[src/rtl/mash_div_ctrl_pkg.sv]
// Shared definitions for the MASH 1-1-1 divider controller and its register block.
package mash_div_ctrl_pkg;

    localparam int INT_W_DEF  = 8;
    localparam int FRAC_W_DEF = 24;
    localparam int WORD_W     = INT_W_DEF + FRAC_W_DEF;

    localparam int MOD_Y_W   = 4;
    localparam int MOD_Y_MIN = -3;
    localparam int MOD_Y_MAX = 4;

    typedef enum logic [1:0] {
        IDLE = 2'd0,
        HOLD = 2'd1,
        RAMP = 2'd2
    } state_e;

endpackage

[src/rtl/mash_div_ctrl_if.sv]
// Configuration handshake plus modulator/divider bus of the MASH divider controller.
interface mash_div_ctrl_if
    import mash_div_ctrl_pkg::*;
#(
    parameter int INT_W  = INT_W_DEF,
    parameter int FRAC_W = FRAC_W_DEF
);

    logic               cfg_valid;
    logic               cfg_ready;
    logic [INT_W-1:0]   cfg_int;
    logic [FRAC_W-1:0]  cfg_frac;
    logic [FRAC_W-1:0]  cfg_step;
    logic [FRAC_W-1:0]  mod_x;
    logic [MOD_Y_W-1:0] mod_y;
    logic [INT_W-1:0]   div_ratio;
    logic               div_sat;
    logic               busy;
    logic               settled;

    modport master (
        output cfg_valid, cfg_int, cfg_frac, cfg_step, mod_y,
        input  cfg_ready, mod_x, div_ratio, div_sat, busy, settled
    );

    modport slave (
        input  cfg_valid, cfg_int, cfg_frac, cfg_step, mod_y,
        output cfg_ready, mod_x, div_ratio, div_sat, busy, settled
    );

endinterface

[src/rtl/mash_div_ctrl_div_ratio_sat.sv]
// Registered stage: integer part plus signed modulator output, clamped to the legal modulus range.
module mash_div_ctrl_div_ratio_sat
    import mash_div_ctrl_pkg::*;
#(
    parameter int INT_W   = INT_W_DEF,
    parameter int DIV_MIN = 4,
    parameter int DIV_MAX = 255
) (
    input  logic               clk,
    input  logic               rst_n,
    input  logic [INT_W-1:0]   int_i,
    input  logic [MOD_Y_W-1:0] mod_y_i,
    input  logic               mod_en_i,
    output logic [INT_W-1:0]   div_ratio_o,
    output logic               div_sat_o
);

    localparam logic signed [INT_W+1:0] MIN_S = (INT_W+2)'(DIV_MIN);
    localparam logic signed [INT_W+1:0] MAX_S = (INT_W+2)'(DIV_MAX);

    logic signed [INT_W+1:0] y_ext;
    logic signed [INT_W+1:0] sum;
    logic [INT_W-1:0]        ratio_d, ratio_q;
    logic                    sat_d, sat_q;

    always_comb begin
        y_ext   = mod_en_i ? {{(INT_W+2-MOD_Y_W){mod_y_i[MOD_Y_W-1]}}, mod_y_i} : '0;
        sum     = $signed({2'b00, int_i}) + y_ext;
        ratio_d = sum[INT_W-1:0];
        sat_d   = 1'b0;
        if (sum < MIN_S) begin
            ratio_d = INT_W'(DIV_MIN);
            sat_d   = 1'b1;
        end else if (sum > MAX_S) begin
            ratio_d = INT_W'(DIV_MAX);
            sat_d   = 1'b1;
        end
    end

    always_ff @(posedge clk or negedge rst_n) begin
        if (!rst_n) begin
            ratio_q <= INT_W'(DIV_MIN);
            sat_q   <= 1'b0;
        end else begin
            ratio_q <= ratio_d;
            sat_q   <= sat_d;
        end
    end

    assign div_ratio_o = ratio_q;
    assign div_sat_o   = sat_q;

endmodule

[src/rtl/mash_div_ctrl.sv]
// Fractional-N divider sequencer: accepts targets, slews the programmed word, feeds the modulator.
module mash_div_ctrl
    import mash_div_ctrl_pkg::*;
#(
    parameter int FRAC_W  = FRAC_W_DEF,
    parameter int INT_W   = INT_W_DEF,
    parameter int DIV_MIN = 4,
    parameter int DIV_MAX = 255
) (
    input  logic           clk,
    input  logic           rst_n,
    input  logic           enable_i,
    mash_div_ctrl_if.slave bus
);

    localparam int W = INT_W + FRAC_W;

    state_e            state_q, state_d;
    logic [W-1:0]      cur_q, cur_d;
    logic [W-1:0]      tgt_q, tgt_d;
    logic [FRAC_W-1:0] stp_q, stp_d;
    logic [FRAC_W-1:0] mod_x_q, mod_x_d;
    logic              settled_q, settled_d;

    logic              xfer;
    logic              ramp_up;
    logic [W-1:0]      cfg_w;
    logic [W-1:0]      stp_w;
    logic [W:0]        dist_cur, dist_cfg;
    logic [W:0]        stp_ext, cfg_stp_ext;

    function automatic logic [W:0] absDist(input logic [W-1:0] a, input logic [W-1:0] b);
        logic [W:0] d;
        d = {1'b0, a} - {1'b0, b};
        return d[W] ? -d : d;
    endfunction

    assign cfg_w       = {bus.cfg_int, bus.cfg_frac};
    assign xfer        = bus.cfg_valid && (state_q != RAMP);
    assign stp_w       = {{INT_W{1'b0}}, stp_q};
    assign stp_ext     = {{(INT_W+1){1'b0}}, stp_q};
    assign cfg_stp_ext = {{(INT_W+1){1'b0}}, bus.cfg_step};
    assign dist_cur    = absDist(tgt_q, cur_q);
    assign dist_cfg    = absDist(cfg_w, cur_q);
    assign ramp_up     = tgt_q > cur_q;

    // Dropping enable beats everything; a simultaneous transfer still lands as an idle jump.
    always_comb begin
        state_d   = state_q;
        cur_d     = cur_q;
        tgt_d     = tgt_q;
        stp_d     = stp_q;
        settled_d = 1'b0;
        if (!enable_i) begin
            state_d = IDLE;
            if (xfer) begin
                tgt_d     = cfg_w;
                stp_d     = bus.cfg_step;
                cur_d     = cfg_w;
                settled_d = 1'b1;
            end else begin
                tgt_d = cur_q;
            end
        end else begin
            unique case (state_q)
                IDLE: begin
                    state_d = HOLD;
                    if (xfer) begin
                        tgt_d     = cfg_w;
                        stp_d     = bus.cfg_step;
                        cur_d     = cfg_w;
                        settled_d = 1'b1;
                    end
                end
                HOLD: begin
                    if (xfer) begin
                        tgt_d = cfg_w;
                        stp_d = bus.cfg_step;
                        if (bus.cfg_step == '0 || dist_cfg <= cfg_stp_ext) begin
                            cur_d     = cfg_w;
                            settled_d = 1'b1;
                        end else begin
                            state_d = RAMP;
                        end
                    end
                end
                RAMP: begin
                    if (dist_cur <= stp_ext) begin
                        cur_d     = tgt_q;
                        state_d   = HOLD;
                        settled_d = 1'b1;
                    end else begin
                        cur_d = ramp_up ? cur_q + stp_w : cur_q - stp_w;
                    end
                end
                default: state_d = IDLE;
            endcase
        end
        mod_x_d = (state_d == IDLE) ? '0 : cur_d[FRAC_W-1:0];
    end

    always_ff @(posedge clk or negedge rst_n) begin
        if (!rst_n) begin
            state_q   <= IDLE;
            cur_q     <= '0;
            tgt_q     <= '0;
            stp_q     <= '0;
            mod_x_q   <= '0;
            settled_q <= 1'b0;
        end else begin
            state_q   <= state_d;
            cur_q     <= cur_d;
            tgt_q     <= tgt_d;
            stp_q     <= stp_d;
            mod_x_q   <= mod_x_d;
            settled_q <= settled_d;
        end
    end

    mash_div_ctrl_div_ratio_sat #(
        .INT_W  (INT_W),
        .DIV_MIN(DIV_MIN),
        .DIV_MAX(DIV_MAX)
    ) u_sat (
        .clk        (clk),
        .rst_n      (rst_n),
        .int_i      (cur_q[W-1:FRAC_W]),
        .mod_y_i    (bus.mod_y),
        .mod_en_i   (state_q != IDLE),
        .div_ratio_o(bus.div_ratio),
        .div_sat_o  (bus.div_sat)
    );

    assign bus.cfg_ready = (state_q != RAMP);
    assign bus.busy      = (state_q == RAMP);
    assign bus.settled   = settled_q;
    assign bus.mod_x     = mod_x_q;

endmodule

[src/flat_wrapper.sv]
// flat-port wrapper written by rule: the top's interface ports become plain ports
module mash_div_ctrl_flat import mash_div_ctrl_pkg::*;
#(
    parameter int FRAC_W  = FRAC_W_DEF,
    parameter int INT_W   = INT_W_DEF,
    parameter int DIV_MIN = 4,
    parameter int DIV_MAX = 255
)
  (clk, rst_n, enable_i, bus_cfg_valid, bus_cfg_int, bus_cfg_frac, bus_cfg_step, bus_mod_y, bus_cfg_ready, bus_mod_x, bus_div_ratio, bus_div_sat, bus_busy, bus_settled);
  mash_div_ctrl_if #(.INT_W(INT_W), .FRAC_W(FRAC_W)) bus_i ();
  input  logic clk;
  input  logic rst_n;
  input  logic enable_i;
  input wire logic [$bits(bus_i.cfg_valid)-1:0] bus_cfg_valid;
  input wire logic [$bits(bus_i.cfg_int)-1:0] bus_cfg_int;
  input wire logic [$bits(bus_i.cfg_frac)-1:0] bus_cfg_frac;
  input wire logic [$bits(bus_i.cfg_step)-1:0] bus_cfg_step;
  input wire logic [$bits(bus_i.mod_y)-1:0] bus_mod_y;
  output wire logic [$bits(bus_i.cfg_ready)-1:0] bus_cfg_ready;
  output wire logic [$bits(bus_i.mod_x)-1:0] bus_mod_x;
  output wire logic [$bits(bus_i.div_ratio)-1:0] bus_div_ratio;
  output wire logic [$bits(bus_i.div_sat)-1:0] bus_div_sat;
  output wire logic [$bits(bus_i.busy)-1:0] bus_busy;
  output wire logic [$bits(bus_i.settled)-1:0] bus_settled;
  assign bus_i.cfg_valid = bus_cfg_valid;
  assign bus_i.cfg_int = bus_cfg_int;
  assign bus_i.cfg_frac = bus_cfg_frac;
  assign bus_i.cfg_step = bus_cfg_step;
  assign bus_i.mod_y = bus_mod_y;
  assign bus_cfg_ready = bus_i.cfg_ready;
  assign bus_mod_x = bus_i.mod_x;
  assign bus_div_ratio = bus_i.div_ratio;
  assign bus_div_sat = bus_i.div_sat;
  assign bus_busy = bus_i.busy;
  assign bus_settled = bus_i.settled;
  mash_div_ctrl #(.FRAC_W(FRAC_W), .INT_W(INT_W), .DIV_MIN(DIV_MIN), .DIV_MAX(DIV_MAX)) u_core (.clk(clk), .rst_n(rst_n), .enable_i(enable_i), .bus(bus_i));
endmodule
[config.mk]
export PLATFORM = sky130hd
export DESIGN_NAME = mash_div_ctrl_flat
export DESIGN_NICKNAME = d
export VERILOG_FILES = /design/src/rtl/mash_div_ctrl_pkg.sv /design/src/rtl/mash_div_ctrl_if.sv /design/src/rtl/mash_div_ctrl_div_ratio_sat.sv /design/src/rtl/mash_div_ctrl.sv /design/src/flat_wrapper.sv
export SDC_FILE = /design/constraint.sdc
export NUM_CORES = 1
export LEC_CHECK = 0
export CAP_MARGIN = 0
export CORE_AREA = 2 2 172 174
export DETAILED_ROUTE_END_ITERATION = 8
export DIE_AREA = 0 0 174 176
export GPL_TIMING_DRIVEN = 0
export PLACE_DENSITY = 0.77
export SYNTH_ARGS = -nofsm -noshare
export SYNTH_HDL_FRONTEND = slang
export SYNTH_SLANG_ARGS = --single-unit
[constraint.sdc]
create_clock -name clk -period 6.8 [get_ports clk]
set_clock_uncertainty 0.15 [all_clocks]
set_input_delay 1.02 -clock clk [delete_from_list [all_inputs] [get_ports clk]]
set_output_delay 1.02 -clock clk [all_outputs]
set_load 0.02 [all_outputs]
======== Word-level counts from Yosys, hierarchy flattened ========
Cells that the tools add are included.
Widths: inputs -> output; s select.
operators by class
  add/subtract/negate cells ............... 7
  multipliers ............................. 0
  div/mod/pow operators ................... 0
  order comparisons ....................... 5
  equal/unequal tests ..................... 8
  shift-type cells ........................ 0
  multiplexer cells ....................... 32
  bitwise gates (word level) .............. 0
  reductions and logical operators ........ 9
operators by type and width
  cell                 count
  $mux 32              9
  $mux 24              4
  $pmux 32 s3          1
  $le 33x24->1         2
  $mux 33              2
  $neg 33->33          2
  $sub 32x32->33       2
  $add 32x24->32       1
  $gt 32x32->1         1
  $sub 32x24->32       1
  $logic_not 24->1     1
  $mux 8               2
  $add 9x10->10        1
  $gt 10x9->1 const B  1
  $lt 10x4->1 const B  1
  $mux 10              1
  $mux 2               4
  $mux 1               7
  $ne 3x2->1 const B   2
  $pmux 2 s3           1
  $logic_not 2->1      2
  $ne 2x2->1 const B   2
  $ne 4x1->1 const B   1
  $pmux 1 s3           1
  other kinds (9)      9
word-level totals
  register bits after elaboration ......... 124
  bits in latches ......................... 0
  RAM bits ................................ 0
  bits in read-only memories .............. 0
  input bits .............................. 64
  output and inout port bits .............. 36
  word-level logic and storage cells ...... 70
  memories kept ........................... 0

======== Logic depth before layout (Yosys ltp) ========
Gate-level depths: netlist (run 1).
  depth after elaboration ................. 11
  gate-level depth with buffers ........... 33
  depth with buffers taken out ............ 31

======== Hierarchy ========
From an unflattened synthesis (run 1), not the netlist that was laid out.
second synthesis, totals
  cell total of the unflattened synthesis .. 2183
  area, all modules ....................... 16473.3 µm²
by module, submodules not included
  module                       times used  cells each  area each (µm²)  seq. area each (µm²)
  mash_div_ctrl                1           2106        15753.9          2877.8
  mash_div_ctrl_div_ratio_sat  1           77          719.4            226.5

======== Worst setup path before layout (run 1) ========
OpenSTA, ideal clock, no wires.
  path kind ............................... input -> register
  start ................................... input bus_cfg_frac[2]
  end ..................................... register u_core.mod_x_q[16] (netlist: u_core.bus.mod_x[16])
  setup time .............................. 0.142 ns
  arrival time ............................ 7.006 ns
  data required time ...................... 6.508 ns
  setup slack ............................. -0.499 ns
  stages on the path ...................... 28
  path buffers ............................ 3
  cell sequence ........................... ha_1 -> nor2b_2 -> o31a_2 -> o21a_1 -> o211a_1 -> a211o_1 -> a221oi_1 -> o21a_1 -> clkbuf_1 -> o21ai_0 -> xnor2_1 -> ha_1 -> a21o_1 -> a21o_1 -> a21oi_1 -> nor2_1 -> a2111oi_0 -> o211a_1 -> o22ai_1 -> nor4_2 -> o221a_1 -> nand4_1 -> or3_1 -> buf_6 -> a31o_4 -> buf_6 -> a2111oi_1 -> nor4b_1
between the ends
  word-level cells in the longest chain between the ends .. 11
  elaborated cells between the ends (all ways) .. 15
  classes of those cells .................. 2 x add/sub; 1 x order compare; 10 x mux; 2 x reduce/logical
RTL lines
  what                          line                  RTL
  start, declared               flat_wrapper.sv:16    input wire logic [$bits(bus_i.cfg_frac)-1:0] bus_cfg_frac;
  $sub 32x32->33 (*)            mash_div_ctrl.sv:34   d = {1'b0, a} - {1'b0, b};
  $neg 33->33                   mash_div_ctrl.sv:35   return d[W] ? -d : d;
  $mux 33 (*)                   mash_div_ctrl.sv:35
  $le 33x24->1 (*)              mash_div_ctrl.sv:79   if (bus.cfg_step == '0 || dist_cfg <= cfg_stp_ext) begin
  $logic_or 1x1->1 (*)          mash_div_ctrl.sv:79
  $mux 2                        mash_div_ctrl.sv:79
  $mux 2                        mash_div_ctrl.sv:76   if (xfer) begin
  $pmux 2 s3                    mash_div_ctrl.sv:65   unique case (state_q)
  $mux 2                        mash_div_ctrl.sv:54   if (!enable_i) begin
  $logic_not 2->1               mash_div_ctrl.sv:99   mod_x_d = (state_d == IDLE) ? '0 : cur_d[FRAC_W-1:0];
  $mux 24 (*)                   mash_div_ctrl.sv:99
  named net u_core.mod_x_d[16]  mash_div_ctrl.sv:22   logic [FRAC_W-1:0] mod_x_q, mod_x_d;
  end signal, assigned          mash_div_ctrl.sv:115  mod_x_q <= mod_x_d;
  end, declared                 mash_div_ctrl.sv:22
Mark *: on every way through the listed nets, which the timed path passes. The rest lies on a longest branch. The select of a mux whose other input is x is not followed.
A chain may end at the register's enable or synchronous reset.

======== Final worst setup path (run 1) ========
  start ................................... register u_core.cur_q[2]
  end ..................................... register u_core.cur_q[25]
between the ends
  word-level cells in the longest chain between the ends .. 7
  elaborated cells between the ends (all ways) .. 18
  classes of those cells .................. 6 x add/sub; 3 x order compare; 1 x eq/ne; 6 x mux; 2 x reduce/logical
RTL lines
  what                                         line                                      RTL
  start, declared                              mash_div_ctrl.sv:19                       logic [W-1:0] cur_q, cur_d;
  start signal, assigned                       mash_div_ctrl.sv:112                      cur_q <= cur_d;
  $sub 32x32->33                               mash_div_ctrl.sv:34
  $neg 33->33                                  mash_div_ctrl.sv:35
  $mux 33                                      mash_div_ctrl.sv:35
  $le 33x24->1, on equally long branches       mash_div_ctrl.sv:88, mash_div_ctrl.sv:79
  $mux 32 or $logic_or 1x1->1 (tied branches)  mash_div_ctrl.sv:88, mash_div_ctrl.sv:79
  $pmux 32 s3 or $ne 3x2->1 (tied branches)    --
  $mux 32 or $reduce_and 3->1 (tied branches)  --
Parallel ways exist; a longest one is shown, timed or not.

==> results.md, run 1 <==
* Status: finished with violations
* Violated checks: negative setup slack
* Cts bufs inserted at 17
* Hold crit path type: in2async
* Global route total overflow at 0
* Final WL at 67700 microns
* Final nets at 2495
* I/O pin count at 100
* Area Growth Syn to Fin at 30.7%
* Fill cell count at 2278
* Reg-to-Reg Start: u_core.cur_q[2]$_DFF_PN0_
* Least-Margin Pin Slew at 1.22 ns
* Layout cell share with drive strength beyond 1 at 0.230
* Number of buffers added on ports at 99
* Maximum clock path buffer count at 2
* Initial Util at 0.558
* Number of synthesized register bits at 124
* Ranking of synthesized cells by area: dfrtp_1 19%, ha_1 12%, xnor2_1 5.5%
* Final Setup Violations at 56
* Pre-antenna DRT Iters at 8
* Data required time at the worst endpoint at 6.94 ns
* Register area share after synthesis at 0.195
* Crit path time final at 7.16 ns
* Sink Count at 124
* Post-DP HPWL at 50400 microns
* H-tree Lvls at 4
* Pins Over Slew Limit at 0
* Pin count of the biggest net entering global routing at 94
* WL/cell at 25.4 microns
* Top cell type's share of synthesized area at 0.193
* Initial antenna violation count at 1
* DRC violations left at 0
* Tot GR Track Use at 0.427
* Die Wd at 174 microns
* Ys flop type: dfrtp_1
* Root Buffer: clkbuf_16
* Max-Cap Viols at 0
* Slew headroom at 0.184
* Reg2Reg Setup Slack at -0.36 ns
* Post-Syn Instances at 2049
* Mean area per synthesized cell at 7.78 sq um
* GP Congestion at 1.04
* Setup Crit Path Kind: reg2reg
* RR Endpoint: u_core.cur_q[25]$_DFFE_PN0P_
* Async SR Flop Fraction at 1.00
* First-pass GRT wire length at 101000 microns
* Die Ht at 176 microns
* Post-Synthesis Net Count at 2276
* Setup ws final at -0.360 ns
* Hold buffers post-CTS at 0
* Vias in the first global route at 17545
* Slowest-stage cell, CP: dfrtp_2
* Mapped Area at 0.0159 sq mm
* Synth warn at 0
* CTS tree: yes
* Crit path largest cell delay at 0.50 ns
* Via/cell ratio at 6.82
* Synth area leader: dfrtp_1
* Core box area at 0.0285 sq mm
* Critical Path End Type: flop
* Yosys cell types at 102
* Final period util at 1.05
* RSZ-0062 raised after global routing: yes
* Max FO, Critical Path at 6
* Num rows at 62
* Post-synth EDFFs at 0
* Fmax at 0.140 GHz
* Final hold violation count at 0
* Final ANT Viol Nets at 0
* Clock insertion delay at the later pin of the skew report at 0.45 ns
* Final TNS setup at -11.29 ns
* Clock transition at path regs at 0.06 ns
* Startpoint types: flop
* Most frequent CP cell: a21oi_2
* Arr. time, crit path at 7.30 ns
* Total die area at 0.0306 sq mm
* Iteration-0 DRC Markers at 2079
* Vias post-DR at 18201
* Worst-case reg-to-reg path depth at 32
[how the worst max path moves through the flow]
stage               depth (start not counted)  slack (ns)                      start                             end
floorplan                                  31       -0.09            bus_cfg_frac[0]  u_core.bus.mod_x[16]$_DFF_PN0_
global placement                           32       -2.82  u_core.cur_q[2]$_DFF_PN0_    u_core.cur_q[31]$_DFFE_PN0P_
detailed placement                         32       -3.05  u_core.cur_q[2]$_DFF_PN0_    u_core.cur_q[31]$_DFFE_PN0P_
CTS                                        29       -0.14  u_core.cur_q[2]$_DFF_PN0_  u_core.bus.mod_x[16]$_DFF_PN0_
global route                               32       -0.54  u_core.cur_q[2]$_DFF_PN0_    u_core.cur_q[25]$_DFFE_PN0P_
finish                                     32       -0.36  u_core.cur_q[2]$_DFF_PN0_    u_core.cur_q[25]$_DFFE_PN0P_
[critical path: cells and delay by family (launching register included)]
| kind | cells | cell delay, ns |
|---|---|---|
| compound gates | 21 | 4.25 |
| xor+xnor | 1 | 0.08 |
| fa+ha+maj | 2 | 0.59 |
| buf+inv | 3 | 0.54 |
| flops | 1 | 0.50 |
| mux | 2 | 0.55 |
| simple gates | 3 | 0.32 |
[logic make-up (layout without fill, tap and decap cells)]
logic type,count (synthesis),in the layout,share of synthesized area
DFF,124,124,0.195
AOI/OAI and AO/OA,694,694,0.305
muxes,32,32,0.0207
other,0,2,0
xor gates and xnor gates,139,139,0.0764
buffers and inverters,230,462,0.0594
and+or+nand+nor,667,667,0.214
adders and majority gates,163,163,0.130
[routing by layer]
metal,global-route usage,wire length [microns]
met4,0.267,5070
met5,0,0
met2,0.694,30600
met1,0.514,25400
met3,0.0954,6610
[final cells by class]
cell class                      count  area (sq um)  area share
Inverter                          138           529      0.0254
Sequential cell                   124          3130       0.150
Multi-Input combinational cell   1695         13600       0.652
Clock buffer                       21           460      0.0221
Antenna cell                        2          5.00    0.000240
Buffer                             78           504      0.0242
Clock inverter                     11           159     0.00763
Tap cell                          384           480      0.0231
Timing Repair Buffer              214          1990      0.0954
[timing repair]
action | 4_1_cts | 5_1_grt
gates cloned | 2 | 2
setup buffers | 78 | 35
pin swaps | 100 | 74
setup endpoints to repair | 59 | 59
resized for setup | 336 | 136
[synthesized netlist by cell type (12+ instances only)]
cell type	instances
o31ai_1	24
nand3_1	52
nand2b_1	20
nor2b_1	19
or3_1	20
and2_1	23
o211ai_1	18
o221a_2	15
a21oi_1	154
nor3_1	43
mux2i_1	24
nor4_1	21
clkbuf_1	61
o21a_1	27
dfrtp_1	123
xnor2_1	100
o21ai_0	120
a31oi_1	16
ha_1	159
nand2_1	157
o22ai_1	60
nor3b_2	15
nor2_1	193
nand4_1	24
inv_1	136
xor2_1	39
a211oi_1	24
and3_1	22
o21bai_1	12
a21o_1	61
[per-stage QoR]
step           instance area (sq um)  setup WS (ns)  utilization  hold slack [ns]  instances
6_report                       20800         -0.360        0.730            0.305       2667
5_1_grt                        20800         -0.544        0.730            0.329       2665
4_1_cts                        19900         -0.142        0.697            0.315       2634
3_5_place_dp                   17500          -3.05        0.615            0.393       2533
3_3_place_gp                   17500          -2.82        0.614            0.384       2532
2_1_floorplan                  16000        -0.0901            -            0.340       2049
[sequential cells by signal, summed over array words and instances (netlist names)]
signal and flops:
u_core.state_q 2, u_core.tgt_q 32, u_core.cur_q 32, u_core.bus.settled 1, u_core.stp_q 24, u_core.u_sat.div_sat_o 1, u_core.u_sat.div_ratio_o 8, u_core.bus.mod_x 24
[layout by cell type (no fill, tap or decap), types with 12 or more instances in the layout]
cell	count
nand4_1	24
xnor2_1	88
o31ai_1	19
o221a_2	13
dfrtp_1	103
xnor2_2	12
buf_4	98
mux2i_1	21
nor2b_1	18
a21oi_1	120
nor2_1	189
a21o_1	60
nor4_1	15
and3_1	21
and2_1	20
nand3_1	46
ha_1	123
dfrtp_2	20
o21ai_1	25
buf_6	19
nand2b_1	20
clkdlybuf4s50_1	73
buf_2	15
ha_4	25
inv_1	126
a21oi_2	20
clkbuf_16	20
nor3_1	36
xor2_1	38
o21ai_0	96
o21a_1	25
a211oi_2	16
a21oi_4	15
clkbuf_1	45
nor3b_2	15
or3_1	17
o22ai_1	56
nand2_1	155
a211oi_1	12
o211ai_1	18
Power of run 1 is left out: the tool's default activity adds up to more than one toggle a clock period on the data nets, which glitch-free logic cannot reach.
==> run 2: changes to the inputs <==
--- a/config.mk
+++ b/config.mk
@@ -5,7 +5,6 @@
 export SDC_FILE = /design/constraint.sdc
 export NUM_CORES = 1
 export LEC_CHECK = 0
-export CAP_MARGIN = 0
 export CORE_AREA = 2 2 172 174
 export DETAILED_ROUTE_END_ITERATION = 8
 export DIE_AREA = 0 0 174 176
==> results of run 2 <==
Final layout, timing and power as in run 1 (identical DEF).
Power of run 2 is left out for the same reason.
